[config.mk]
export PLATFORM = sky130hd
export DESIGN_NAME = text_char_renderer
export DESIGN_NICKNAME = d
export VERILOG_FILES = /design/src/rtl/text_char_renderer.sv
export SDC_FILE = /design/constraint.sdc
export NUM_CORES = 1
export LEC_CHECK = 0
export ABC_AREA = 1
export BUFFER_PORTS_ARGS = -buffer_cell sky130_fd_sc_hd__buf_2
export CORE_ASPECT_RATIO = 1.25
export CORE_UTILIZATION = 59
export CTS_BUF_LIST = sky130_fd_sc_hd__clkbuf_8
export DETAILED_ROUTE_END_ITERATION = 10
export GPL_TIMING_DRIVEN = 0
export PLACE_DENSITY = 0.92
export SYNTH_ARGS = -nofsm -noshare
export SYNTH_HDL_FRONTEND = slang
export SYNTH_SLANG_ARGS = --single-unit
[constraint.sdc]
create_clock -name clk -period 5.1 [get_ports clk]
set_input_delay 0.51 -clock clk [delete_from_list [all_inputs] [get_ports clk]]
set_output_delay 0.51 -clock clk [all_outputs]
set_load 0.05 [all_outputs]
[src/rtl/text_char_renderer.sv]
// Text-mode pixel pipeline: scans the timing generator's pixel stream, fetches {attr, char}
// from text RAM, drives the font ROM and turns glyph rows into 4-bit colour indices.
module text_char_renderer #(
    parameter int COLS   = 80,
    parameter int ADDR_W = 12
) (
    input  logic              clk,
    input  logic              rst_n,
    input  logic [1:0]        font_sel,
    input  logic              de_in,
    input  logic              hsync_in,
    input  logic              vsync_in,
    output logic [ADDR_W-1:0] text_addr,
    input  logic [15:0]       text_data,
    output logic [1:0]        font_num,
    output logic [7:0]        char_num,
    output logic [3:0]        line_num,
    input  logic [7:0]        font_data,
    input  logic              cursor_en,
    input  logic [6:0]        cursor_col,
    input  logic [4:0]        cursor_row,
    output logic [3:0]        pix_color,
    output logic              de_out,
    output logic              hsync_out,
    output logic              vsync_out
);

    localparam logic [ADDR_W-1:0] COLS_A = ADDR_W'(COLS);

    // Scan counters and the font latched at frame start
    logic [2:0] xpix_q, xpix_d;
    logic [6:0] col_q, col_d;
    logic [3:0] cline_q, cline_d;
    logic [4:0] row_q, row_d;
    logic [4:0] frame_q, frame_d;
    logic [1:0] font_q, font_d;
    logic       de_prev_q;
    logic       vsync_prev_q;

    logic       vs_rise;
    logic       de_fall;
    logic [3:0] h_last;
    logic       cursor_hit;

    // Stage 1 captures at the end of t, stage 2 at the end of t+1, stage 3 at the end of t+2
    logic [2:0] xpix_s1_q, xpix_s2_q;
    logic       hit_s1_q, hit_s2_q;
    logic       blink_s1_q, blink_s2_q;
    logic [3:0] line_s1_q;
    logic [7:0] attr_s2_q;
    logic [2:0] sync_s1_q, sync_s2_q, sync_s3_q;
    logic [3:0] pix_q, pix_d;
    logic       glyph_bit;

    assign vs_rise = vsync_in & ~vsync_prev_q;
    assign de_fall = ~de_in & de_prev_q;

    always_comb begin
        case (font_q)
            2'd0:    h_last = 4'd7;
            2'd1:    h_last = 4'd13;
            default: h_last = 4'd15;
        endcase
    end

    always_comb begin
        xpix_d  = xpix_q;
        col_d   = col_q;
        cline_d = cline_q;
        row_d   = row_q;
        frame_d = frame_q;
        font_d  = font_q;
        if (vs_rise) begin
            xpix_d  = 3'd0;
            col_d   = 7'd0;
            cline_d = 4'd0;
            row_d   = 5'd0;
            frame_d = frame_q + 5'd1;
            font_d  = (font_sel == 2'd3) ? 2'd2 : font_sel;
        end else if (de_fall) begin
            xpix_d = 3'd0;
            col_d  = 7'd0;
            if (cline_q >= h_last) begin
                cline_d = 4'd0;
                row_d   = row_q + 5'd1;
            end else begin
                cline_d = cline_q + 4'd1;
            end
        end else if (de_in) begin
            xpix_d = xpix_q + 3'd1;
            if (xpix_q == 3'd7) begin
                col_d = col_q + 7'd1;
            end
        end
    end

    always_ff @(posedge clk or negedge rst_n) begin
        if (!rst_n) begin
            xpix_q       <= 3'd0;
            col_q        <= 7'd0;
            cline_q      <= 4'd0;
            row_q        <= 5'd0;
            frame_q      <= 5'd0;
            font_q       <= 2'd0;
            de_prev_q    <= 1'b0;
            vsync_prev_q <= 1'b0;
        end else begin
            xpix_q       <= xpix_d;
            col_q        <= col_d;
            cline_q      <= cline_d;
            row_q        <= row_d;
            frame_q      <= frame_d;
            font_q       <= font_d;
            de_prev_q    <= de_in;
            vsync_prev_q <= vsync_in;
        end
    end

    assign text_addr  = ADDR_W'(row_q) * COLS_A + ADDR_W'(col_q);
    assign cursor_hit = cursor_en && (col_q == cursor_col) && (row_q == cursor_row) &&
                        (cline_q >= (h_last - 4'd1)) && frame_q[3];

    always_ff @(posedge clk or negedge rst_n) begin
        if (!rst_n) begin
            xpix_s1_q  <= 3'd0;
            xpix_s2_q  <= 3'd0;
            hit_s1_q   <= 1'b0;
            hit_s2_q   <= 1'b0;
            blink_s1_q <= 1'b0;
            blink_s2_q <= 1'b0;
            line_s1_q  <= 4'd0;
            attr_s2_q  <= 8'd0;
            sync_s1_q  <= 3'd0;
            sync_s2_q  <= 3'd0;
            sync_s3_q  <= 3'd0;
            pix_q      <= 4'd0;
        end else begin
            xpix_s1_q  <= xpix_q;
            xpix_s2_q  <= xpix_s1_q;
            hit_s1_q   <= cursor_hit;
            hit_s2_q   <= hit_s1_q;
            blink_s1_q <= frame_q[4];
            blink_s2_q <= blink_s1_q;
            line_s1_q  <= cline_q;
            attr_s2_q  <= text_data[15:8];
            sync_s1_q  <= {de_in, hsync_in, vsync_in};
            sync_s2_q  <= sync_s1_q;
            sync_s3_q  <= sync_s2_q;
            pix_q      <= pix_d;
        end
    end

    // Blink hides only the glyph; the cursor stays visible through the off phase
    always_comb begin
        glyph_bit = font_data[3'd7 - xpix_s2_q];
        if (attr_s2_q[7] && !blink_s2_q) begin
            glyph_bit = 1'b0;
        end
        pix_d = 4'd0;
        if (sync_s2_q[2]) begin
            pix_d = (glyph_bit || hit_s2_q) ? attr_s2_q[3:0] : {1'b0, attr_s2_q[6:4]};
        end
    end

    assign char_num  = text_data[7:0];
    assign line_num  = line_s1_q;
    assign font_num  = font_q;
    assign pix_color = pix_q;
    assign de_out    = sync_s3_q[2];
    assign hsync_out = sync_s3_q[1];
    assign vsync_out = sync_s3_q[0];

endmodule

==> impl_metrics.xml, run 1 <==
<?xml version="1.0" encoding="UTF-8"?>
<metrics>
  <group name="floorplanning">
    <metric name="num_rows" unit="">28</metric>
    <metric name="initial_utilization" unit="">0.626</metric>
    <metric name="num_io_pins" unit="">77</metric>
    <metric name="fp.dieArea" unit="sq um">5390</metric>
    <metric name="die_width" unit="um">65.9</metric>
    <metric name="fp.dieH" unit="um">81.8</metric>
    <metric name="fp.coreArea" unit="sq um">4800</metric>
  </group>
  <group name="power">
    <metric name="total_leakage_power" unit="uW">0.00199</metric>
    <metric name="power_report.internal_total" unit="uW">1070</metric>
    <metric name="worst_ir_drop_vdd" unit="mV">0.353</metric>
    <metric name="power.share.clock" unit="">0.308</metric>
    <metric name="p_sw" unit="uW">637</metric>
    <metric name="combinationalPowerShare" unit="">0.316</metric>
    <metric name="seq_power_share" unit="">0.376</metric>
    <metric name="finalPower" unit="uW">1700</metric>
    <metric name="sw_frac_of_total" unit="">0.374</metric>
    <metric name="power.density_cell_area" unit="nW/um^2">464</metric>
  </group>
  <group name="timing">
    <metric name="finalMaxSlewViolations" unit="">0</metric>
    <metric name="setup_viol_count_final" unit="">0</metric>
    <metric name="setup-tns-final" unit="ns">0</metric>
    <metric name="rsz_0062_raised_after_global_routing" unit="">no</metric>
    <metric name="slew_headroom" unit="">0.505</metric>
    <metric name="clock_skew" unit="ns">0.00603</metric>
    <metric name="period_share" unit="">0.611</metric>
    <metric name="finalHoldViolations" unit="">0</metric>
    <metric name="fmax" unit="MHz">321</metric>
    <metric name="finalWorstPathRequiredPeriod" unit="ns">3.12</metric>
    <metric name="tightestPinTransition" unit="ns">0.742</metric>
  </group>
  <group name="grt">
    <metric name="grtUsageTotal" unit="">0.264</metric>
    <metric name="maximum_number_of_pins_on_one_net_before_global_route_repair" unit="">62</metric>
    <metric name="grt_pass1_vias" unit="">2276</metric>
    <metric name="grt_pass1_wl" unit="mm">10.2</metric>
    <metric name="grt_antenna_before_repair" unit="">0</metric>
    <metric name="gr-total-overflow" unit="">0</metric>
  </group>
  <group name="worst_setup_path">
    <metric name="critical_path_s_most_frequent_cell" unit="">sky130_fd_sc_hd__ha_1</metric>
    <metric name="cp-startpoint" unit="">row_q[1]</metric>
    <metric name="worst-r2r-setup-slack" unit="ns">3.29</metric>
    <metric name="crit_path_cell_trace" unit="">ha_1 &gt; ha_1 &gt; fa_1 &gt; xor2_1 &gt; nand3_1 &gt; xnor2_1 &gt; buf_2</metric>
    <metric name="critical_path.max_stage_delay" unit="ns">0.45</metric>
    <metric name="crit_start_category" unit="">flop</metric>
    <metric name="worstPathArrival" unit="ns">2.61</metric>
    <metric name="reg2regPathDepth" unit="">8</metric>
    <metric name="crit-reg2reg-capture" unit="">cline_q[0]</metric>
    <metric name="worst-endpoint-required" unit="ns">4.59</metric>
    <metric name="timing.critical_path.slowest_stage_cell" unit="">sky130_fd_sc_hd__dfrtp_1</metric>
    <metric name="setup.worst_path.end_class" unit="">output port</metric>
    <metric name="cp_max_fo" unit="">6</metric>
    <metric name="path_class" unit="">flop to output port</metric>
    <metric name="setup.worst_path.end" unit="">text_addr[10]</metric>
    <metric name="regToRegStartpoint" unit="">font_num[1]</metric>
  </group>
  <group name="route">
    <metric name="detailedRoute.firstPassIterationCount" unit="">4</metric>
    <metric name="drc" unit="">0</metric>
    <metric name="wl_per_cell" unit="um">14.1</metric>
    <metric name="viasPerCell" unit="">5.32</metric>
    <metric name="via_count" unit="">2405</metric>
    <metric name="drt-total-wl" unit="mm">6.37</metric>
    <metric name="drt_iter0_drc" unit="">131</metric>
    <metric name="remaining_number_of_nets_flagged_by_the_antenna_check_after_routing" unit="">0</metric>
  </group>
  <group name="cells_and_area">
    <metric name="layout-area-overhead-vs-synth" unit="%">22.1</metric>
    <metric name="layout_commonest_cell" unit="">sky130_fd_sc_hd__buf_2</metric>
    <metric name="most_frequent_cells_in_the_layout" unit="">sky130_fd_sc_hd__buf_2, sky130_fd_sc_hd__dfrtp_1, sky130_fd_sc_hd__nand2_1</metric>
    <metric name="layout-drive-gt1-share" unit="">0.293</metric>
    <metric name="antennaDiodeCount" unit="">0</metric>
    <metric name="final_nets" unit="">451</metric>
    <metric name="design_area" unit="sq um">3670</metric>
  </group>
  <group name="synth">
    <metric name="syn_area" unit="sq um">3010</metric>
    <metric name="postSynthRegisterBits" unit="">61</metric>
    <metric name="postSynthCellCount" unit="">308</metric>
    <metric name="syn-num-nets" unit="">372</metric>
    <metric name="synth_sequential_area_ratio" unit="">0.508</metric>
    <metric name="yosys_warnings" unit="">0</metric>
    <metric name="synth.avg_cell_area" unit="sq um">9.76</metric>
    <metric name="yosysUniqueCellTypes" unit="">31</metric>
  </group>
  <group name="clocking">
    <metric name="cts.clk_slew.worst_paths" unit="ns">0.07</metric>
    <metric name="cts_max_level" unit="">3</metric>
    <metric name="clock_root_cell" unit="">sky130_fd_sc_hd__clkbuf_8</metric>
    <metric name="cts_hold_buf" unit="">0</metric>
    <metric name="worst_skew_pair_latency" unit="ns">0.33</metric>
    <metric name="clock_tree_from_tritoncts" unit="">built</metric>
    <metric name="ctsResizeCount" unit="">0</metric>
    <metric name="cts-buffers-inserted" unit="">9</metric>
    <metric name="postCtsSetupRepairBufs" unit="">0</metric>
    <metric name="cts.sink_count" unit="">61</metric>
    <metric name="clock_path_buffers" unit="">2</metric>
  </group>
  <group name="placement">
    <metric name="hpwlAfterDp" unit="mm">4.55</metric>
    <metric name="postPlaceCellArea" unit="sq um">3420</metric>
    <metric name="gp_routability_congestion" unit="">0.878</metric>
    <metric name="io_buffer_count" unit="">68</metric>
  </group>
  <group name="flow_run">
    <metric name="number_of_maximum_capacitance_constraint_violations" unit="">0</metric>
  </group>
  <group name="run_status">
    <metric name="status" unit="">complete, no violations</metric>
  </group>
  <group name="hold_path">
    <metric name="min_path_type" unit="">input pin to async pin</metric>
  </group>
</metrics>
==> sequential cells by signal, summed over array words and instances, names as in the netlist, 2 cells and up <==
register / count
cline_q: 4
xpix_s1_q: 3
pix_color: 4
sync_s1_q: 2
xpix_q: 3
font_num: 2
xpix_s2_q: 3
row_q: 5
col_q: 7
sync_s3_q: 3
frame_q: 5
attr_s2_q: 8
sync_s2_q: 3
line_num: 4
==> stage by stage <==
stage / hold slack [ns] / setup slack [ns] / cells / util
3_3_place_gp: 0.331 / 2.41 / 436 / 0.713
6_report: 0.245 / 1.98 / 452 / 0.765
3_5_place_dp: 0.336 / 2.35 / 436 / 0.713
4_1_cts: 0.263 / 1.97 / 452 / 0.765
2_1_floorplan: 0.214 / 2.06 / 308 / -
5_1_grt: 0.262 / 1.84 / 452 / 0.765
==> metal layers <==
layer,vias to the layer above,wire (um),track usage
li1,1152,-,-
met1,1135,2430,0.290
met2,103,3420,0.473
met3,15,395,0.0667
met4,0,131,0.117
met5,-,0,0
==> power by group through the flow <==
stage | clock, uW | sequential [uW] | combinational, uW
2_1_floorplan | 0 | 697 | 341
3_3_place_gp | 0 | 642 | 505
3_5_place_dp | 0 | 649 | 532
4_1_cts | 528 | 640 | 540
5_1_grt | 549 | 651 | 586
6_report | 525 | 641 | 537
==> kinds of logic (layout without fill, tap and decap cells) <==
logic type,after synthesis,after routing,share of synthesized area
compound gates,43,43,0.0845
xor+xnor,17,17,0.0495
fa+ha+maj,20,20,0.0882
buf+inv,56,140,0.0903
flops,61,61,0.508
simple gates,111,111,0.180
==> cells in the mapped netlist <==
library cell | number | area [sq um]
sky130_fd_sc_hd__fa_1 | 2 | 40.0
sky130_fd_sc_hd__nand3_1 | 25 | 125
sky130_fd_sc_hd__o31ai_1 | 2 | 15.0
sky130_fd_sc_hd__nor2_1 | 19 | 71.3
sky130_fd_sc_hd__a32o_1 | 2 | 20.0
sky130_fd_sc_hd__inv_1 | 38 | 143
sky130_fd_sc_hd__inv_2 | 2 | 7.51
sky130_fd_sc_hd__and3_1 | 2 | 12.5
sky130_fd_sc_hd__ha_1 | 18 | 225
sky130_fd_sc_hd__or2_2 | 2 | 12.5
sky130_fd_sc_hd__buf_4 | 13 | 97.6
sky130_fd_sc_hd__nand2_1 | 46 | 173
sky130_fd_sc_hd__nand3_2 | 1 | 10.0
sky130_fd_sc_hd__nor2_2 | 1 | 6.26
sky130_fd_sc_hd__o21ai_0 | 14 | 70.1
sky130_fd_sc_hd__inv_6 | 2 | 17.5
sky130_fd_sc_hd__nand2_2 | 4 | 25.0
sky130_fd_sc_hd__nand2_8 | 1 | 20.0
sky130_fd_sc_hd__xnor2_1 | 3 | 26.3
sky130_fd_sc_hd__a211oi_1 | 2 | 15.0
sky130_fd_sc_hd__o22ai_1 | 4 | 25.0
sky130_fd_sc_hd__inv_4 | 1 | 6.26
sky130_fd_sc_hd__nand3b_1 | 1 | 7.51
sky130_fd_sc_hd__nor2_8 | 2 | 40.0
sky130_fd_sc_hd__dfrtp_1 | 61 | 1530
sky130_fd_sc_hd__o21ai_2 | 3 | 26.3
sky130_fd_sc_hd__nor3_1 | 5 | 25.0
sky130_fd_sc_hd__a21oi_1 | 15 | 75.1
sky130_fd_sc_hd__xor2_1 | 14 | 123
sky130_fd_sc_hd__a21boi_0 | 1 | 7.51
sky130_fd_sc_hd__nand4_1 | 2 | 12.5
==> area by class of cell <==
cell class | instances | area [sq um]
Sequential cell | 61 | 1530
Multi-Input combinational cell | 191 | 1210
Fill cell | 297 | 1130
Timing Repair Buffer | 68 | 343
Inverter | 43 | 174
Clock buffer | 10 | 138
Clock inverter | 6 | 110
Buffer | 13 | 97.6
Tap cell | 60 | 75.1
==> critical path, delay by kind of cell (launching register included) <==
| family | cells | cell delay [ns] |
|---|---|---|
| fa+ha+maj | 3 | 0.98 |
| buf+inv | 1 | 0.27 |
| simple gates | 1 | 0.14 |
| xor+xnor | 2 | 0.43 |
| flops | 1 | 0.45 |
==> worst min path at each step <==
stage,depth (start not counted),slack (ns),end,start
2_1_floorplan,0,0.21,attr_s2_q[0],rst_n
3_3_place_gp,0,0.33,sync_s3_q[1],sync_s2_q[1]
3_5_place_dp,0,0.34,sync_s3_q[1],sync_s2_q[1]
4_1_cts,1,0.26,sync_s1_q[1],hsync_in
5_1_grt,1,0.26,sync_s1_q[1],hsync_in
6_report,1,0.25,sync_s1_q[0],rst_n
No activity file was read; power rests on OpenSTA's default activity.
==> inputs of run 2 (changes only) <==
--- a/config.mk
+++ b/config.mk
@@ -8,11 +8,11 @@
 export ABC_AREA = 1
 export BUFFER_PORTS_ARGS = -buffer_cell sky130_fd_sc_hd__buf_2
 export CORE_ASPECT_RATIO = 1.25
-export CORE_UTILIZATION = 59
+export CORE_UTILIZATION = 49
 export CTS_BUF_LIST = sky130_fd_sc_hd__clkbuf_8
 export DETAILED_ROUTE_END_ITERATION = 10
 export GPL_TIMING_DRIVEN = 0
-export PLACE_DENSITY = 0.92
+export PLACE_DENSITY = 0.82
 export SYNTH_ARGS = -nofsm -noshare
 export SYNTH_HDL_FRONTEND = slang
 export SYNTH_SLANG_ARGS = --single-unit
==> constraint.sdc (replaced) <==
create_clock -name clk -period 2.6 [get_ports clk]
set_input_delay 0.26 -clock clk [delete_from_list [all_inputs] [get_ports clk]]
set_output_delay 0.26 -clock clk [all_outputs]
set_load 0.05 [all_outputs]
==> run 2 against run 1 <==
  * The flow now finishes with violations (negative hold slack)
  * Sequential share of layout area fell by 2.1 points
  * Die area rose by 20%
  * Critical path depth is 1 lower
  * First-iteration DRC count grew 4.6%
  * Via count increased by 0.33%
==> impl_metrics.xml, run 2 (synthesis gave the netlist of run 1 again) <==
<?xml version="1.0" encoding="UTF-8"?>
<metrics>
  <group name="run_status">
    <metric name="status" unit="">finished, violations left</metric>
    <metric name="violations" unit="">negative hold slack</metric>
  </group>
  <group name="floorplanning">
    <metric name="die_width" unit="um">72.1</metric>
    <metric name="num_io_pins" unit="">77</metric>
    <metric name="num_rows" unit="">31</metric>
    <metric name="fp.dieH" unit="um">89.6</metric>
    <metric name="initial_utilization" unit="">0.513</metric>
    <metric name="fp.coreArea" unit="sq um">5860</metric>
    <metric name="fp.dieArea" unit="sq um">6460</metric>
  </group>
  <group name="power">
    <metric name="combinationalPowerShare" unit="">0.340</metric>
    <metric name="p_sw" unit="uW">1300</metric>
    <metric name="seq_power_share" unit="">0.362</metric>
    <metric name="finalPower" unit="uW">3480</metric>
    <metric name="power.density_cell_area" unit="nW/um^2">896</metric>
    <metric name="power_report.internal_total" unit="uW">2180</metric>
    <metric name="power.share.clock" unit="">0.297</metric>
    <metric name="total_leakage_power" unit="uW">0.00203</metric>
    <metric name="sw_frac_of_total" unit="">0.374</metric>
    <metric name="worst_ir_drop_vdd" unit="mV">0.615</metric>
  </group>
  <group name="timing">
    <metric name="finalMaxSlewViolations" unit="">0</metric>
    <metric name="slew_headroom" unit="">0.507</metric>
    <metric name="finalHoldWorstSlack" unit="ns">-0.0204</metric>
    <metric name="setup_viol_count_final" unit="">0</metric>
    <metric name="fmax" unit="MHz">393</metric>
    <metric name="clock_skew" unit="ns">0.0113</metric>
    <metric name="finalHoldViolations" unit="">22</metric>
    <metric name="tightestPinTransition" unit="ns">0.740</metric>
    <metric name="period_share" unit="">0.978</metric>
    <metric name="finalWorstPathRequiredPeriod" unit="ns">2.54</metric>
  </group>
  <group name="route">
    <metric name="detailedRoute.firstPassIterationCount" unit="">4</metric>
    <metric name="viasPerCell" unit="">4.99</metric>
    <metric name="drt-total-wl" unit="mm">6.47</metric>
    <metric name="via_count" unit="">2413</metric>
    <metric name="wl_per_cell" unit="um">13.4</metric>
    <metric name="remaining_number_of_nets_flagged_by_the_antenna_check_after_routing" unit="">0</metric>
    <metric name="drt_iter0_drc" unit="">137</metric>
    <metric name="drc" unit="">0</metric>
  </group>
  <group name="clocking">
    <metric name="worst_skew_pair_latency" unit="ns">0.34</metric>
    <metric name="clock_root_cell" unit="">sky130_fd_sc_hd__clkbuf_8</metric>
    <metric name="cts_max_level" unit="">3</metric>
    <metric name="cts_hold_buf" unit="">0</metric>
    <metric name="cts.clk_slew.worst_paths" unit="ns">0.07</metric>
    <metric name="clock_tree_from_tritoncts" unit="">built</metric>
    <metric name="clock_path_buffers" unit="">2</metric>
    <metric name="cts-buffers-inserted" unit="">9</metric>
    <metric name="cts.sink_count" unit="">61</metric>
  </group>
  <group name="cells_and_area">
    <metric name="layout-area-overhead-vs-synth" unit="%">29.3</metric>
    <metric name="filler_cell_count" unit="">451</metric>
    <metric name="design_area" unit="sq um">3890</metric>
    <metric name="final_nets" unit="">461</metric>
    <metric name="most_frequent_cells_in_the_layout" unit="">sky130_fd_sc_hd__buf_2, sky130_fd_sc_hd__dfrtp_1, sky130_fd_sc_hd__nand2_1</metric>
    <metric name="antennaDiodeCount" unit="">0</metric>
    <metric name="layout-drive-gt1-share" unit="">0.356</metric>
    <metric name="flip_flop_count_of_the_largest_register_after_layout" unit="">8</metric>
    <metric name="largest_registers" unit="">attr_s2_q: 8 flops, col_q: 7 flops</metric>
    <metric name="layout_commonest_cell" unit="">sky130_fd_sc_hd__buf_2</metric>
    <metric name="top_register" unit="">attr_s2_q</metric>
  </group>
  <group name="flow_run">
    <metric name="number_of_maximum_capacitance_constraint_violations" unit="">0</metric>
  </group>
  <group name="worst_setup_path">
    <metric name="crit_start_category" unit="">flop</metric>
    <metric name="worst-endpoint-required" unit="ns">2.34</metric>
    <metric name="setup.worst_path.end_class" unit="">output port</metric>
    <metric name="worstPathArrival" unit="ns">2.28</metric>
    <metric name="cp_max_fo" unit="">3</metric>
    <metric name="path_class" unit="">flop to output port</metric>
  </group>
  <group name="grt">
    <metric name="gr-total-overflow" unit="">0</metric>
    <metric name="grtUsageTotal" unit="">0.206</metric>
    <metric name="grt_antenna_before_repair" unit="">0</metric>
    <metric name="grt_pass1_wl" unit="mm">9.96</metric>
    <metric name="grt_pass1_vias" unit="">2299</metric>
    <metric name="maximum_number_of_pins_on_one_net_before_global_route_repair" unit="">62</metric>
  </group>
  <group name="placement">
    <metric name="postPlaceCellArea" unit="sq um">3460</metric>
    <metric name="gp_routability_congestion" unit="">0.870</metric>
    <metric name="hpwlAfterDp" unit="mm">4.25</metric>
    <metric name="io_buffer_count" unit="">68</metric>
  </group>
  <group name="hold_path">
    <metric name="min_path_type" unit="">input pin to async pin</metric>
  </group>
</metrics>
-- run 2: cell count changes in the layout (fill, tap and decap cells not counted), sizes merged --
cell      previous run  this run
buf                 81        91
inv                 45        43
clkinv               0         1
clkinvlp             1         2
-- run 2: per-stage QoR --
stage	instances	utilization	setup TNS [ns]	setup WS (ns)	hold slack (ns)
2_1_floorplan	308	-	-0.000317	-0.000317	-0.0356
3_5_place_dp	458	0.592	-0.0146	-0.0146	0.336
4_1_cts	478	0.647	0	0.00195	0.0223
5_1_grt	484	0.664	-0.00482	-0.00482	0.0185
3_3_place_gp	458	0.592	0	0.0273	0.332
6_report	484	0.664	0	0.0569	-0.0204
-- run 2: power groups by stage --
stage	combinational, uW	sequential (uW)	clock, uW
after global routing	1290	1280	1100
after detailed placement	1030	1270	0
after floorplan	672	1370	0
after CTS	1110	1250	1040
final	1180	1260	1040
after global placement	998	1260	0
-- run 2: worst max-delay path, cell delays in order (launching register included) --
cell	delay [ns]
sky130_fd_sc_hd__dfrtp_2	0.43
sky130_fd_sc_hd__ha_4	0.24
sky130_fd_sc_hd__ha_2	0.18
sky130_fd_sc_hd__fa_2	0.56
sky130_fd_sc_hd__buf_4	0.12
sky130_fd_sc_hd__xor2_1	0.18
sky130_fd_sc_hd__buf_4	0.23
-- run 2: cell type report --
type	count	area (sq um)	area share
clock inverters	6	110	0.0283
plain buffers	13	97.6	0.0251
well taps	82	103	0.0264
repair buffers	78	439	0.113
inverters	43	174	0.0447
multi-input cells	191	1290	0.333
flip-flops and latches	61	1530	0.394
clock buffers	10	138	0.0354
-- run 2: timing repair --
item,in CTS,in global routing
pin swaps,4,2
setup endpoints to repair,4,4
buffers inserted,4,6
gates resized for setup,15,11
gates cloned,0,0
-- run 2: final timing paths --
kind | slack [ns] | endpoint | start | depth (start not counted)
worst max-delay path | 0.06 | text_addr[8] | row_q[1] | 6
worst min-delay path | -0.02 | font_num[0] | rst_n | 1
worst max register to register | 0.76 | cline_q[0] | font_num[1] | 8
worst min register to register | 0.35 | xpix_s2_q[1] | xpix_s1_q[1] | 0
max in group asynchronous | 2.08 | row_q[0] | rst_n | 1
min in group clk | 0.03 | attr_s2_q[1] | text_data[9] | 1
-- run 2: per-layer routing --
metal	track usage	share of wire
met3	0.0469	0.057
met2	0.374	0.52
met4	0.119	0.029
met5	0	0
met1	0.220	0.39
==> inputs of run 3 (changes only) <==
--- a/config.mk
+++ b/config.mk
@@ -12,7 +12,7 @@
 export CTS_BUF_LIST = sky130_fd_sc_hd__clkbuf_8
 export DETAILED_ROUTE_END_ITERATION = 10
 export GPL_TIMING_DRIVEN = 0
-export PLACE_DENSITY = 0.82
+export PLACE_DENSITY_LB_ADDON = 0.08
 export SYNTH_ARGS = -nofsm -noshare
 export SYNTH_HDL_FRONTEND = slang
 export SYNTH_SLANG_ARGS = --single-unit
==> run 3 against run 2 <==
  * The run still ends with negative hold slack left
  * Combinational power is 3% lower
  * Largest power group unchanged
  * Global-route usage is 0.81 points lower
  * Highest routed layer unchanged
  * Hold slack better by 0.010 ns
  * Final area is 2.4% lower
==> impl_metrics.xml, run 3 (synthesis gave the netlist of run 1 again) <==
<?xml version="1.0" encoding="UTF-8"?>
<metrics>
  <group name="power">
    <metric name="seq_power_share" unit="">0.387</metric>
    <metric name="total_leakage_power" unit="uW">0.00200</metric>
    <metric name="power_report.internal_total" unit="uW">1970</metric>
    <metric name="sw_frac_of_total" unit="">0.386</metric>
    <metric name="finalPower" unit="uW">3220</metric>
    <metric name="power.share.clock" unit="">0.259</metric>
    <metric name="worst_ir_drop_vdd" unit="mV">0.417</metric>
    <metric name="power.density_cell_area" unit="nW/um^2">847</metric>
    <metric name="combinationalPowerShare" unit="">0.354</metric>
    <metric name="p_sw" unit="uW">1240</metric>
  </group>
  <group name="timing">
    <metric name="slew_headroom" unit="">0.501</metric>
    <metric name="finalMaxSlewViolations" unit="">0</metric>
    <metric name="finalHoldWorstSlack" unit="ns">-0.00999</metric>
    <metric name="tightestPinTransition" unit="ns">0.749</metric>
    <metric name="clock_skew" unit="ns">0.00544</metric>
    <metric name="period_share" unit="">0.963</metric>
    <metric name="finalWorstPathRequiredPeriod" unit="ns">2.50</metric>
    <metric name="fmax" unit="MHz">399</metric>
    <metric name="setup_viol_count_final" unit="">0</metric>
    <metric name="finalHoldViolations" unit="">10</metric>
  </group>
  <group name="placement">
    <metric name="io_buffer_count" unit="">68</metric>
    <metric name="gp_routability_congestion" unit="">0.799</metric>
    <metric name="hpwlAfterDp" unit="mm">4.05</metric>
  </group>
  <group name="worst_setup_path">
    <metric name="crit_start_category" unit="">flop</metric>
    <metric name="setup.worst_path.end_class" unit="">output port</metric>
    <metric name="timing.critical_path.slowest_stage_cell" unit="">sky130_fd_sc_hd__fa_2</metric>
    <metric name="worst-endpoint-required" unit="ns">2.34</metric>
    <metric name="cp_max_fo" unit="">3</metric>
    <metric name="crit_path_cell_trace" unit="">ha_4 &gt; ha_4 &gt; fa_2 &gt; and3_4 &gt; nand3_1 &gt; o21ai_2 &gt; buf_6</metric>
    <metric name="critical_path.max_stage_delay" unit="ns">0.55</metric>
    <metric name="worstPathArrival" unit="ns">2.24</metric>
    <metric name="critical_path_s_most_frequent_cell" unit="">sky130_fd_sc_hd__ha_4</metric>
    <metric name="timing.critical_path.max_delay_family" unit="">adder cells</metric>
    <metric name="path_class" unit="">flop to output port</metric>
    <metric name="critPathBufInv" unit="">1</metric>
  </group>
  <group name="run_status">
    <metric name="violations" unit="">negative hold slack</metric>
    <metric name="status" unit="">finished, violations left</metric>
  </group>
  <group name="cells_and_area">
    <metric name="final_nets" unit="">458</metric>
    <metric name="layout-drive-gt1-share" unit="">0.341</metric>
    <metric name="layout_commonest_cell" unit="">sky130_fd_sc_hd__buf_2</metric>
    <metric name="flip_flop_count_of_the_largest_register_after_layout" unit="">8</metric>
    <metric name="antennaDiodeCount" unit="">0</metric>
    <metric name="final-seq-area" unit="sq um">1530</metric>
    <metric name="multi_input_comb_area" unit="sq um">1280</metric>
    <metric name="most_frequent_cells_in_the_layout" unit="">sky130_fd_sc_hd__buf_2, sky130_fd_sc_hd__dfrtp_1, sky130_fd_sc_hd__nand2_1</metric>
    <metric name="filler_cell_count" unit="">485</metric>
    <metric name="finalCoreUtilization" unit="">0.648</metric>
    <metric name="top_register" unit="">attr_s2_q</metric>
    <metric name="largest_registers" unit="">attr_s2_q: 8 flops, col_q: 7 flops</metric>
    <metric name="layout-area-overhead-vs-synth" unit="%">26.2</metric>
  </group>
  <group name="route">
    <metric name="drt_iter0_drc" unit="">118</metric>
    <metric name="remaining_number_of_nets_flagged_by_the_antenna_check_after_routing" unit="">0</metric>
    <metric name="wl_per_cell" unit="um">11.7</metric>
    <metric name="drc" unit="">0</metric>
    <metric name="viasPerCell" unit="">4.80</metric>
    <metric name="drt-total-wl" unit="mm">5.61</metric>
    <metric name="via_count" unit="">2311</metric>
    <metric name="detailedRoute.firstPassIterationCount" unit="">4</metric>
  </group>
  <group name="grt">
    <metric name="grt_pass1_wl" unit="mm">9.50</metric>
    <metric name="gr-total-overflow" unit="">0</metric>
    <metric name="maximum_number_of_pins_on_one_net_before_global_route_repair" unit="">62</metric>
    <metric name="grt_antenna_before_repair" unit="">0</metric>
    <metric name="grt_pass1_vias" unit="">2108</metric>
    <metric name="grtUsageTotal" unit="">0.198</metric>
  </group>
  <group name="flow_run">
    <metric name="number_of_maximum_capacitance_constraint_violations" unit="">0</metric>
  </group>
  <group name="floorplanning">
    <metric name="die_width" unit="um">72.1</metric>
    <metric name="fp.coreArea" unit="sq um">5860</metric>
    <metric name="fp.dieArea" unit="sq um">6460</metric>
    <metric name="initial_utilization" unit="">0.513</metric>
    <metric name="num_rows" unit="">31</metric>
    <metric name="fp.dieH" unit="um">89.6</metric>
    <metric name="num_io_pins" unit="">77</metric>
  </group>
  <group name="clocking">
    <metric name="worst_skew_pair_latency" unit="ns">0.34</metric>
    <metric name="cts_max_level" unit="">3</metric>
    <metric name="cts.clk_slew.worst_paths" unit="ns">0.07</metric>
    <metric name="cts-buffers-inserted" unit="">9</metric>
    <metric name="clock_path_buffers" unit="">2</metric>
    <metric name="cts_hold_buf" unit="">0</metric>
    <metric name="clock_tree_from_tritoncts" unit="">built</metric>
    <metric name="cts.sink_count" unit="">61</metric>
    <metric name="clock_root_cell" unit="">sky130_fd_sc_hd__clkbuf_8</metric>
  </group>
  <group name="hold_path">
    <metric name="min_path_type" unit="">input pin to async pin</metric>
  </group>
</metrics>
## run 3: cell types whose count changed in the layout (fill, tap and decap cells not counted), sizes merged
cell,before,now
clkinvlp,2,1
clkinv,1,3
buf,91,88
inv,43,44
bufinv,3,1
## run 3: final timing paths
kind	from	to	slack, ns	depth (start not counted)
worst min register to register	sync_s2_q[0]	sync_s3_q[0]	0.35	0
worst max register to register	font_num[1]	cline_q[0]	0.87	8
max in group asynchronous	rst_n	row_q[2]	2.07	1
worst max-delay path	row_q[1]	text_addr[11]	0.1	7
min in group clk	hsync_in	sync_s1_q[1]	0.02	1
worst min-delay path	rst_n	sync_s1_q[1]	-0.01	1
## run 3: stage by stage
stage / setup slack [ns] / TNS [ns] / instances / area [sq um]
3_5_place_dp: 0.00350 / 0 / 458 / 3460
4_1_cts: 0.0115 / 0 / 480 / 3770
5_1_grt: -0.00424 / -0.00424 / 481 / 3790
3_3_place_gp: 0.0134 / 0 / 458 / 3460
2_1_floorplan: -0.000317 / -0.000317 / 308 / 3020
6_report: 0.0962 / 0 / 481 / 3790
## run 3: layout make-up
cell class,count,area share
Timing Repair Buffer,75,0.108
Tap cell,82,0.0270
Sequential cell,61,0.404
Buffer,13,0.0257
Clock inverter,6,0.0168
Clock buffer,10,0.0363
Multi-Input combinational cell,191,0.337
Inverter,43,0.0458
## run 3: what timing repair did
| item | CTS | global route |
|---|---|---|
| resized for setup | 15 | 5 |
| setup buffers | 6 | 1 |
| pin swaps | 3 | 1 |
| setup endpoints to repair | 3 | 4 |
## run 3: per-layer routing
metal,vias to the layer above,wire [um],global-route usage,share of wire
met1,1060,2340,0.248,0.42
met2,73,2840,0.315,0.51
met5,-,0,0,0
li1,1166,-,-,-
met3,12,293,0.0491,0.052
met4,0,141,0.114,0.025
## run 3: power by group through the flow
stage	Combinational, uW	Sequential, uW	Clock (uW)
2_1_floorplan	672	1370	0
3_3_place_gp	1010	1260	0
3_5_place_dp	1030	1270	0
4_1_cts	1120	1250	854
5_1_grt	1260	1270	893
6_report	1140	1240	832
